==> config.mk <==
export PLATFORM = sky130hd
export DESIGN_NAME = pixel_pair_packer
export DESIGN_NICKNAME = d
export VERILOG_FILES = /design/src/rtl/pixel_pkg.sv /design/src/rtl/pixel_pair_packer_if.sv /design/src/rtl/pixel_line_stats.sv /design/src/rtl/pixel_pair_packer.sv
export SDC_FILE = /design/constraint.sdc
export NUM_CORES = 1
export LEC_CHECK = 0
export CORE_MARGIN = 2
export CORE_UTILIZATION = 50
export DETAILED_ROUTE_END_ITERATION = 12
export GPL_TIMING_DRIVEN = 0
export PLACE_DENSITY = 0.84
export SLEW_MARGIN = 5
export SYNTH_ARGS = -nofsm -noshare
export SYNTH_HDL_FRONTEND = slang
export SYNTH_SLANG_ARGS = --single-unit
==> constraint.sdc <==
create_clock -name clk -period 4 [get_ports clk]
set_input_delay 1 -clock clk [delete_from_list [all_inputs] [get_ports clk]]
set_output_delay 1 -clock clk [all_outputs]
set_load 0.05 [all_outputs]
==> src/rtl/pixel_pkg.sv <==
// Shared constants for the pixel pair packer: default widths, pixels per pair
// and the control state encoding.
package pixel_pkg;

  localparam int PIX_W_DEF = 10;
  localparam int CNT_W_DEF = 12;
  localparam int PIX_PAIR  = 2;

  localparam logic [1:0] ST_SYNC   = 2'd0;
  localparam logic [1:0] ST_IDLE   = 2'd1;
  localparam logic [1:0] ST_ACTIVE = 2'd2;
  localparam logic [1:0] ST_SKIP   = 2'd3;

endpackage

==> src/rtl/pixel_pair_packer_if.sv <==
// Per-cycle event bus from the packer control path to the line/frame statistics block.
interface pixel_pair_packer_if;
  import pixel_pkg::*;

  logic frame_start;
  logic sample;
  logic line_rise;
  logic line_fall;
  logic frame_end;

  modport master (output frame_start, sample, line_rise, line_fall, frame_end);
  modport slave  (input  frame_start, sample, line_rise, line_fall, frame_end);

endinterface

==> src/rtl/pixel_line_stats.sv <==
// Pixel-per-line, line-per-frame and completed-frame counters plus the sticky odd-line flag.
module pixel_line_stats
  import pixel_pkg::*;
#(
  parameter int CNT_W = CNT_W_DEF
) (
  input  logic                 clk,
  input  logic                 rst_n,
  pixel_pair_packer_if.slave   ev,
  output logic [CNT_W-1:0]     line_len_o,
  output logic [CNT_W-1:0]     line_count_o,
  output logic [15:0]          frame_count_o,
  output logic                 odd_err_o
);

  localparam logic [CNT_W-1:0] CNT_ONE = {{(CNT_W-1){1'b0}}, 1'b1};

  logic [CNT_W-1:0] pix_cnt_q, pix_cnt_d;
  logic [CNT_W-1:0] lines_q, lines_d;
  logic [CNT_W-1:0] line_len_q, line_len_d;
  logic [CNT_W-1:0] line_count_q, line_count_d;
  logic [15:0]      frame_count_q, frame_count_d;
  logic             odd_err_q, odd_err_d;

  function automatic logic [CNT_W-1:0] sat_inc(input logic [CNT_W-1:0] v);
    return (&v) ? v : v + CNT_ONE;
  endfunction

  always_comb begin
    pix_cnt_d     = pix_cnt_q;
    lines_d       = lines_q;
    line_len_d    = line_len_q;
    line_count_d  = line_count_q;
    frame_count_d = frame_count_q;
    odd_err_d     = odd_err_q;

    if (ev.sample)
      pix_cnt_d = ev.line_rise ? CNT_ONE : sat_inc(pix_cnt_q);

    // A line that starts on the very first accepted cycle is counted immediately.
    if (ev.frame_start)
      lines_d = ev.line_rise ? CNT_ONE : '0;
    else if (ev.line_rise)
      lines_d = sat_inc(lines_q);

    if (ev.frame_start)
      odd_err_d = 1'b0;
    else if (ev.line_fall) begin
      line_len_d = pix_cnt_q;
      if (pix_cnt_q[0])
        odd_err_d = 1'b1;
    end

    if (ev.frame_end) begin
      line_count_d  = lines_q;
      frame_count_d = frame_count_q + 16'd1;
    end
  end

  always_ff @(posedge clk or negedge rst_n) begin
    if (!rst_n) begin
      pix_cnt_q     <= '0;
      lines_q       <= '0;
      line_len_q    <= '0;
      line_count_q  <= '0;
      frame_count_q <= '0;
      odd_err_q     <= 1'b0;
    end else begin
      pix_cnt_q     <= pix_cnt_d;
      lines_q       <= lines_d;
      line_len_q    <= line_len_d;
      line_count_q  <= line_count_d;
      frame_count_q <= frame_count_d;
      odd_err_q     <= odd_err_d;
    end
  end

  assign line_len_o    = line_len_q;
  assign line_count_o  = line_count_q;
  assign frame_count_o = frame_count_q;
  assign odd_err_o     = odd_err_q;

endmodule

==> src/rtl/pixel_pair_packer.sv <==
// Packs camera pixels into {second, first} pairs for accepted frames.
// Optional PIX_TEST_PATTERN_EN adds test_mode, replacing pixels with their in-line index.
//
// state  | meaning
// SYNC   | after reset; wait for cam_fval low so a partial frame is never used
// IDLE   | between frames; enable sampled at the cam_fval rise
// ACTIVE | accepted frame in flight; pixels paired and counted
// SKIP   | rejected frame; all outputs held quiet until cam_fval falls
module pixel_pair_packer
  import pixel_pkg::*;
#(
  parameter int PIX_W = PIX_W_DEF,
  parameter int CNT_W = CNT_W_DEF
) (
  input  logic                      clk,
  input  logic                      reset,
  input  logic [PIX_W-1:0]          cam_pixel,
  input  logic                      cam_fval,
  input  logic                      cam_lval,
  input  logic                      enable,
`ifdef PIX_TEST_PATTERN_EN
  input  logic                      test_mode,
`endif
  output logic [PIX_PAIR*PIX_W-1:0] pixel_data,
  output logic                      frame_valid,
  output logic                      line_valid,
  output logic [15:0]               frame_count,
  output logic [CNT_W-1:0]          line_count,
  output logic [CNT_W-1:0]          line_len,
  output logic                      odd_line_err
);

  logic [1:0]                state_q, state_d;
  logic                      lval_q;
  logic                      fval_d1_q;
  logic                      fv_q, fv_d;
  logic                      lv_q, lv_d;
  logic                      slot_b_q, slot_b_d, slot_b_now;
  logic [PIX_W-1:0]          pix_a_q, pix_a_d;
  logic [PIX_PAIR*PIX_W-1:0] pair_q, pair_d;
  logic [PIX_W-1:0]          pix_in;

  logic line_act, frame_start, in_frame, sample, line_rise, line_fall, frame_end;

  always_comb begin
    state_d = state_q;
    case (state_q)
      ST_SYNC:           if (!cam_fval) state_d = ST_IDLE;
      ST_IDLE:           if (cam_fval)  state_d = enable ? ST_ACTIVE : ST_SKIP;
      ST_ACTIVE, ST_SKIP: if (!cam_fval) state_d = ST_IDLE;
      default:           state_d = ST_SYNC;
    endcase
  end

  // The frame-start cycle already counts as accepted so a line beginning with cam_fval is not lost.
  assign line_act    = cam_fval & cam_lval;
  assign frame_start = (state_q == ST_IDLE) & cam_fval & enable;
  assign in_frame    = (state_q == ST_ACTIVE) | frame_start;
  assign sample      = in_frame & line_act;
  assign line_rise   = sample & ~lval_q;
  assign line_fall   = in_frame & lval_q & ~line_act;
  assign frame_end   = (state_q == ST_ACTIVE) & ~cam_fval;

`ifdef PIX_TEST_PATTERN_EN
  localparam logic [PIX_W-1:0] PAT_ONE = {{(PIX_W-1){1'b0}}, 1'b1};

  logic             test_q, test_now;
  logic [PIX_W-1:0] pat_q, pat_d, pat_idx;

  always_comb begin
    test_now = frame_start ? test_mode : test_q;
    pat_idx  = line_rise ? '0 : pat_q;
    pat_d    = sample ? pat_idx + PAT_ONE : pat_q;
    pix_in   = test_now ? pat_idx : cam_pixel;
  end

  always_ff @(posedge clk or negedge reset) begin
    if (!reset) begin
      test_q <= 1'b0;
      pat_q  <= '0;
    end else begin
      test_q <= test_now;
      pat_q  <= pat_d;
    end
  end
`else
  assign pix_in = cam_pixel;
`endif

  // A trailing unpaired slot-A pixel is simply overwritten at the next line start.
  always_comb begin
    slot_b_now = slot_b_q & ~line_rise;
    slot_b_d   = slot_b_q;
    pix_a_d    = pix_a_q;
    pair_d     = pair_q;
    lv_d       = 1'b0;
    if (sample) begin
      if (slot_b_now) begin
        pair_d   = {pix_in, pix_a_q};
        lv_d     = 1'b1;
        slot_b_d = 1'b0;
      end else begin
        pix_a_d  = pix_in;
        slot_b_d = 1'b1;
      end
    end
  end

  assign fv_d = fval_d1_q & (state_q == ST_ACTIVE);

  always_ff @(posedge clk or negedge reset) begin
    if (!reset) begin
      state_q   <= ST_SYNC;
      lval_q    <= 1'b0;
      fval_d1_q <= 1'b0;
      fv_q      <= 1'b0;
      lv_q      <= 1'b0;
      slot_b_q  <= 1'b0;
      pix_a_q   <= '0;
      pair_q    <= '0;
    end else begin
      state_q   <= state_d;
      lval_q    <= line_act;
      fval_d1_q <= cam_fval;
      fv_q      <= fv_d;
      lv_q      <= lv_d;
      slot_b_q  <= slot_b_d;
      pix_a_q   <= pix_a_d;
      pair_q    <= pair_d;
    end
  end

  pixel_pair_packer_if ev ();

  assign ev.frame_start = frame_start;
  assign ev.sample      = sample;
  assign ev.line_rise   = line_rise;
  assign ev.line_fall   = line_fall;
  assign ev.frame_end   = frame_end;

  pixel_line_stats #(
    .CNT_W (CNT_W)
  ) u_stats (
    .clk           (clk),
    .rst_n         (reset),
    .ev            (ev.slave),
    .line_len_o    (line_len),
    .line_count_o  (line_count),
    .frame_count_o (frame_count),
    .odd_err_o     (odd_line_err)
  );

  assign pixel_data  = pair_q;
  assign frame_valid = fv_q;
  assign line_valid  = lv_q;

endmodule

==> impl_metrics.py, run 1 <==
metrics = {
    "clocking": {
        "cts_hold_buf": 0,
        "clk_path_buf_depth": 2,
        "numCtsBuffers": 9,
        "cts_resized": 0,
        "postCtsSetupBuffers": 0,
        "cts_tree": "built",
        "h-tree-depth": 3,
        "insertion_delay_ns": 0.37,
        "clock_sinks": 102,
        "clockRootBuffer": "clkbuf_8",
        "cts.clk_slew.worst_paths_ns": 0.10,
    },
    "synthesis": {
        "netlist_area_um2": 4430,
        "synth_nets": 370,
        "synth_area_leader_cell": "dfrtp_1",
        "synth_edf_count": 0,
        "yosysTopAreaCellShare": 0.576,
        "synth_warnings": 0,
        "synth.avg_cell_area_um2": 12.6,
        "async_flop_share": 1.00,
        "netlist_instances": 352,
        "synth-main-ff-cell": "dfrtp_1",
        "netlist-cell-type-count": 48,
        "ys_seq_area_frac": 0.576,
        "synth-seq-cells": 102,
        "synth.area.top_cells": "dfrtp_1 58%, mux2_2 14%, xnor2_1 2.4%, or4_1 2.0%, nand2_1 1.9%",
    },
    "die": {
        "ios": 78,
        "initial_core_util": 0.511,
        "die_w_um": 98.2,
        "row_count": 34,
        "die_area_um2": 9640,
        "core_area_um2": 8680,
        "die_y_um": 98.2,
    },
    "global_route": {
        "overflow": 0,
        "grt_pass1_vias": 3229,
        "grt_util_all_layers": 0.194,
        "grt_max_degree": 61,
        "grt_pass1_wl_mm": 15.5,
        "antenna_found_initial": 0,
    },
    "detailed_routing": {
        "drt-total-wl_mm": 9.08,
        "top_layer": "met4",
        "met2_length_mm": 4.43,
        "wl_met3_um": 511,
        "drt_iter0_drc": 142,
        "wl_per_cell_um": 16.4,
        "via_per_inst": 5.75,
        "firstDrtPassIters": 5,
        "postRouteAntennaNets": 0,
        "via_count": 3183,
        "drc": 0,
        "wl_met1_mm": 4.05,
    },
    "setup_path": {
        "path_buf_inv": 3,
        "r2r_end": "u_stats.line_count_o[8]$_DFFE_PN0P_",
        "cpPeakStageDelay_ns": 0.50,
        "crit_fanout": 10,
        "path_cells": "clkdlybuf4s50_1 > buf_2 > nand2_1 > a21o_1 > nor2_2 > buf_4 > mux2_2",
        "worstPathArrival_ns": 2.95,
        "slowest_stage": "clkdlybuf4s50_1",
        "critPathLaunchType": "input pin",
        "rrSetupSlack_ns": 2.06,
        "path_delay_family": "buffers and inverters",
        "r2r_cells": 4,
        "path_class": "in -> reg",
        "critPathCaptureType": "flip-flop",
        "worst_ep_required_time_ns": 4.26,
        "r2r_start": "state_q[0]$_DFFE_PN0P_",
    },
    "pwr": {
        "vdd_drop_max_v": 0.000370,
        "powerDensity_nw_per_um2": 499,
        "p_leak_nw": 2.42,
    },
    "finish": {
        "design_area_um2": 5550,
        "diodes": 0,
        "final_util": 0.640,
        "syn_to_final_growth_pct": 25.2,
        "final_cells": 554,
        "drive_above_1_share": 0.204,
        "nets": 459,
    },
    "sta": {
        "slew_violations": 0,
        "max_freq_mhz": 372,
        "finalClockSkew_ns": 0.00911,
        "fin_crit_ns": 2.69,
        "finalCritPeriodShare": 0.672,
        "tightest_slew_ns": 0.696,
        "rsz0062_at_grt": "false",
        "setup_viol_count_final": 0,
        "hold_violations": 0,
        "slew_headroom": 0.534,
    },
    "job": {
        "max-cap-violations": 0,
    },
    "worst_hold_path": {
        "hold_class": "reg -> reg",
        "hp-start": "fval_d1_q$_DFF_PN0_",
        "worstHoldEndpoint": "frame_valid$_DFF_PN0_",
        "whs_path_depth": 1,
    },
    "placed_design": {
        "gp_congestion": 0.914,
        "dp_hpwl_mm": 6.33,
        "port_buffers": 77,
        "dp.cells": 538,
        "placed_cell_area_um2": 5370,
    },
    "run_status": {
        "status": "completed",
    },
}
[worst register-to-register path: cells and delay by family, from the launching register on]
| family | cells | cell delay [ns] |
|---|---|---|
| buffers and inverters | 2 | 0.49 |
| muxes | 1 | 0.37 |
| DFF | 1 | 0.38 |
| and+or+nand+nor | 1 | 0.59 |
[flip-flops by register name, summed over array words and instances, names as in the netlist, 2 cells and up]
signal                 count
pix_a_q                   10
pixel_data                20
state_q                    2
u_stats.frame_count_o     16
u_stats.line_count_o      12
u_stats.line_len_o        12
u_stats.lines_q           12
u_stats.pix_cnt_q         12
[how the worst max path moves through the flow]
stage | start | end | slack, ns | depth (start not counted)
6_report | cam_fval | pixel_data[3]$_DFFE_PN0P_ | 1.31 | 7
5_1_grt | cam_fval | pix_a_q[1]$_DFFE_PN0P_ | 1.18 | 6
4_1_cts | cam_fval | u_stats.line_count_o[6]$_DFFE_PN0P_ | 1.31 | 5
3_5_place_dp | cam_fval | u_stats.line_count_o[6]$_DFFE_PN0P_ | 0.92 | 5
3_3_place_gp | reset | pixel_data[15]$_DFFE_PN0P_ | -1.75 | 1
2_1_floorplan | cam_fval | pixel_data[10]$_DFFE_PN0P_ | 1.71 | 6
[metal layers]
metal,vias up,global-route usage
met1,1590,0.264
li1,1479,-
met2,104,0.311
met3,10,0.0444
met4,0,0.0674
met5,-,0
[layout by cell type, fill, tap and decap left out, types with 11 or more instances in the layout]
cell type,instances
dfrtp_1,102
clkdlybuf4s50_1,76
mux2_2,55
nand4_1,12
a21oi_1,17
nand2_1,23
o31ai_1,11
or4_1,12
nand3_1,14
xnor2_1,12
[stage by stage]
step	total power [mW]	hold WS [ns]	TNS [ns]	worst slack (ns)
detailed placement	2.16	0.439	0	0.915
floorplan	1.85	0.428	0	1.71
global route	2.89	0.474	0	1.18
finish	2.77	0.465	0	1.31
CTS	2.79	0.463	0	1.31
global placement	2.13	0.436	-178.28	-1.75
[logic make-up (layout without fill, tap and decap cells)]
logic type                 after synthesis  count (layout)  share of synthesized area
AOI/OAI and AO/OA                       51              51                     0.0756
xor gates and xnor gates                15              15                     0.0296
and+or+nand+nor                        105             105                      0.142
buffers and inverters                   18             112                     0.0223
muxes                                   58              58                      0.146
DFF                                    102             102                      0.576
adders and majority gates                3               3                    0.00847
[cells in the mapped netlist (3+ instances only)]
cell type / number
or3_1: 4
mux2i_1: 3
o41ai_1: 3
mux2_2: 55
xor2_1: 3
nand4_1: 12
ha_1: 3
o211ai_1: 3
inv_1: 4
xnor2_1: 12
o31ai_1: 11
dfrtp_1: 102
clkbuf_1: 3
nor2_1: 7
buf_2: 7
or4_1: 12
nand2b_1: 4
and3_1: 5
and2_1: 3
o21ai_0: 7
nand2_1: 23
and4_1: 6
nand3_1: 14
a21oi_1: 17
[final cells by class]
cell class | instances | area (um^2)
Buffer | 14 | 83.8
Clock buffer | 9 | 124
Clock inverter | 7 | 63.8
Fill cell | 677 | 3130
Inverter | 4 | 15.0
Multi-Input combinational cell | 232 | 1780
Sequential cell | 102 | 2550
Tap cell | 108 | 135
Timing Repair Buffer | 78 | 796
[report_power, final]
part	switching (mW)	internal [mW]
clock	0.388	0.241
sequential	0.107	1.19
combinational	0.530	0.319
total	1.03	1.75
No activity file was read; power rests on OpenSTA's default activity.
==> inputs of run 2 (changes only) <==
--- a/config.mk
+++ b/config.mk
@@ -6,10 +6,10 @@
 export NUM_CORES = 1
 export LEC_CHECK = 0
 export CORE_MARGIN = 2
-export CORE_UTILIZATION = 50
+export CORE_UTILIZATION = 47
 export DETAILED_ROUTE_END_ITERATION = 12
 export GPL_TIMING_DRIVEN = 0
-export PLACE_DENSITY = 0.84
+export PLACE_DENSITY = 0.83
 export SLEW_MARGIN = 5
 export SYNTH_ARGS = -nofsm -noshare
 export SYNTH_HDL_FRONTEND = slang
==> constraint.sdc (replaced) <==
create_clock -name clk -period 2.4 [get_ports clk]
set_input_delay 0.6 -clock clk [delete_from_list [all_inputs] [get_ports clk]]
set_output_delay 0.6 -clock clk [all_outputs]
set_load 0.05 [all_outputs]
==> impl_metrics.py, run 2 (synthesis results as in run 1) <==
metrics = {
    "clocking": {
        "h-tree-depth": 3,
        "clk_path_buf_depth": 2,
        "clockRootBuffer": "clkbuf_8",
        "insertion_delay_ns": 0.37,
        "cts_resized": 0,
        "cts.clk_slew.worst_paths_ns": 0.11,
        "cts_hold_buf": 0,
        "cts_tree": "built",
        "postCtsSetupBuffers": 0,
        "clock_sinks": 102,
        "numCtsBuffers": 9,
    },
    "pwr": {
        "vdd_drop_max_v": 0.000498,
        "p_leak_nw": 2.42,
        "power_mw": 4.59,
        "powerDensity_nw_per_um2": 825,
    },
    "finish": {
        "syn_to_final_growth_pct": 25.4,
        "final_cells": 557,
        "nets": 459,
        "fill_cells": 762,
        "mostFrequentLayoutCells": "102 x dfrtp_1, 76 x clkdlybuf4s50_1, 55 x mux2_2, 23 x nand2_1, 17 x a21oi_1",
        "multiInputGateArea_um2": 1780,
        "final_common_cell": "dfrtp_1",
        "largest_register_ffs": 20,
        "regArea_um2": 2550,
        "drive_above_1_share": 0.204,
        "diodes": 0,
    },
    "die": {
        "row_count": 35,
        "die_w_um": 101,
        "die_area_um2": 10200,
        "core_area_um2": 9200,
        "initial_core_util": 0.482,
        "ios": 78,
        "die_y_um": 101,
    },
    "sta": {
        "slew_headroom": 0.537,
        "slew_violations": 0,
        "hold_violations": 0,
        "finalClockSkew_ns": 0.0128,
        "rsz0062_at_grt": "false",
        "setup_viol_count_final": 0,
        "fin_crit_ns": 2.27,
        "finalCritPeriodShare": 0.946,
        "fin_ws_ns": 0.130,
        "hold_ws_ns": 0.228,
        "max_freq_mhz": 441,
        "tns_ns": 0,
        "tightest_slew_ns": 0.692,
    },
    "placed_design": {
        "dp_hpwl_mm": 6.46,
        "dp.cells": 541,
        "pre_cts_ws_ns": -0.277,
        "gp_congestion": 0.877,
        "port_buffers": 77,
    },
    "setup_path": {
        "worst_ep_required_time_ns": 2.65,
        "slowest_stage": "clkdlybuf4s50_1",
        "rrSetupSlack_ns": 0.45,
        "path_cells": "clkdlybuf4s50_1 > buf_2 > nand2_1 > a21oi_1 > nand2_1 > mux2_2",
        "cp_common_cell": "nand2_1",
        "critPathLaunchType": "input pin",
        "r2r_cells": 4,
        "cpPeakStageDelay_ns": 0.47,
        "critPathCaptureType": "flip-flop",
        "crit_fanout": 10,
        "r2r_start": "state_q[1]$_DFFE_PN0P_",
        "r2r_end": "pix_a_q[7]$_DFFE_PN0P_",
        "cp-startpoint": "cam_fval",
        "endpoint": "pix_a_q[7]$_DFFE_PN0P_",
        "worstPathArrival_ns": 2.52,
        "path_class": "in -> reg",
    },
    "detailed_routing": {
        "firstDrtPassIters": 5,
        "via_count": 3177,
        "drt_iter0_drc": 146,
        "via_per_inst": 5.70,
        "drc": 0,
        "postRouteAntennaNets": 0,
        "wl_per_cell_um": 16.1,
        "drt-total-wl_mm": 8.98,
    },
    "global_route": {
        "antenna_found_initial": 0,
        "grt_pass1_vias": 3173,
        "grt_pass1_wl_mm": 15.1,
        "grt_max_degree": 56,
        "overflow": 0,
        "grt_util_all_layers": 0.186,
    },
    "worst_hold_path": {
        "hold_class": "in -> async",
    },
    "run_status": {
        "status": "completed",
    },
    "job": {
        "max-cap-violations": 0,
    },
}
## run 2: metal layers
layer  up-vias  GRT usage  wire length [um]
met3        12     0.0290               401
met5         -          0                 0
met4         0     0.0728               138
met2        89      0.304              4540
met1      1588      0.252              3910
li1       1488          -                 -
## run 2: report_power, final
group | leakage [nW] | switching, mW | internal (mW) | total, mW
combinational | 0.976 | 0.881 | 0.528 | 1.41
sequential | 1.35 | 0.168 | 1.98 | 2.15
clock | 0.0886 | 0.613 | 0.421 | 1.03
total | 2.42 | 1.66 | 2.93 | 4.59
## run 2: worst max-delay path, delay by kind of cell
kind / cells / cell delay, ns
AOI/OAI and AO/OA: 1 / 0.34
and+or+nand+nor: 2 / 0.52
muxes: 1 / 0.39
buffers and inverters: 2 / 0.67
## run 2: per-stage QoR
| step | utilization | area [um^2] |
|---|---|---|
| 2_1_floorplan | - | 4430 |
| 3_3_place_gp | 0.581 | 5340 |
| 3_5_place_dp | 0.584 | 5370 |
| 4_1_cts | 0.605 | 5560 |
| 5_1_grt | 0.605 | 5560 |
| 6_report | 0.605 | 5560 |
## run 2: how the worst min path moves through the flow
stage               cells past startpoint           startpoint  slack, ns                                    end
detailed placement                      1  fval_d1_q$_DFF_PN0_       0.44                  frame_valid$_DFF_PN0_
global placement                        1  fval_d1_q$_DFF_PN0_       0.43                  frame_valid$_DFF_PN0_
global route                            1                reset       0.27  u_stats.frame_count_o[11]$_DFFE_PN0P_
floorplan                               0                reset       0.30                  frame_valid$_DFF_PN0_
finish                                  1                reset       0.23  u_stats.frame_count_o[11]$_DFFE_PN0P_
CTS                                     1                reset       0.25  u_stats.frame_count_o[11]$_DFFE_PN0P_
## run 2: area by class of cell
cell class                      instances  share of cell area
Sequential cell                       102               0.459
Multi-Input combinational cell        232               0.321
Timing Repair Buffer                   78               0.143
Tap cell                              111              0.0250
Clock buffer                           10              0.0248
Buffer                                 14              0.0151
Clock inverter                          6             0.00968
Inverter                                4             0.00270
==> inputs of run 3 (changes only) <==
--- a/config.mk
+++ b/config.mk
@@ -7,6 +7,7 @@
 export LEC_CHECK = 0
 export CORE_MARGIN = 2
 export CORE_UTILIZATION = 47
+export CTS_CLUSTER_DIAMETER = 40
 export DETAILED_ROUTE_END_ITERATION = 12
 export GPL_TIMING_DRIVEN = 0
 export PLACE_DENSITY = 0.83
==> results of run 3 <==
Same layout as run 2: the final DEF is identical, and so are final timing and power.
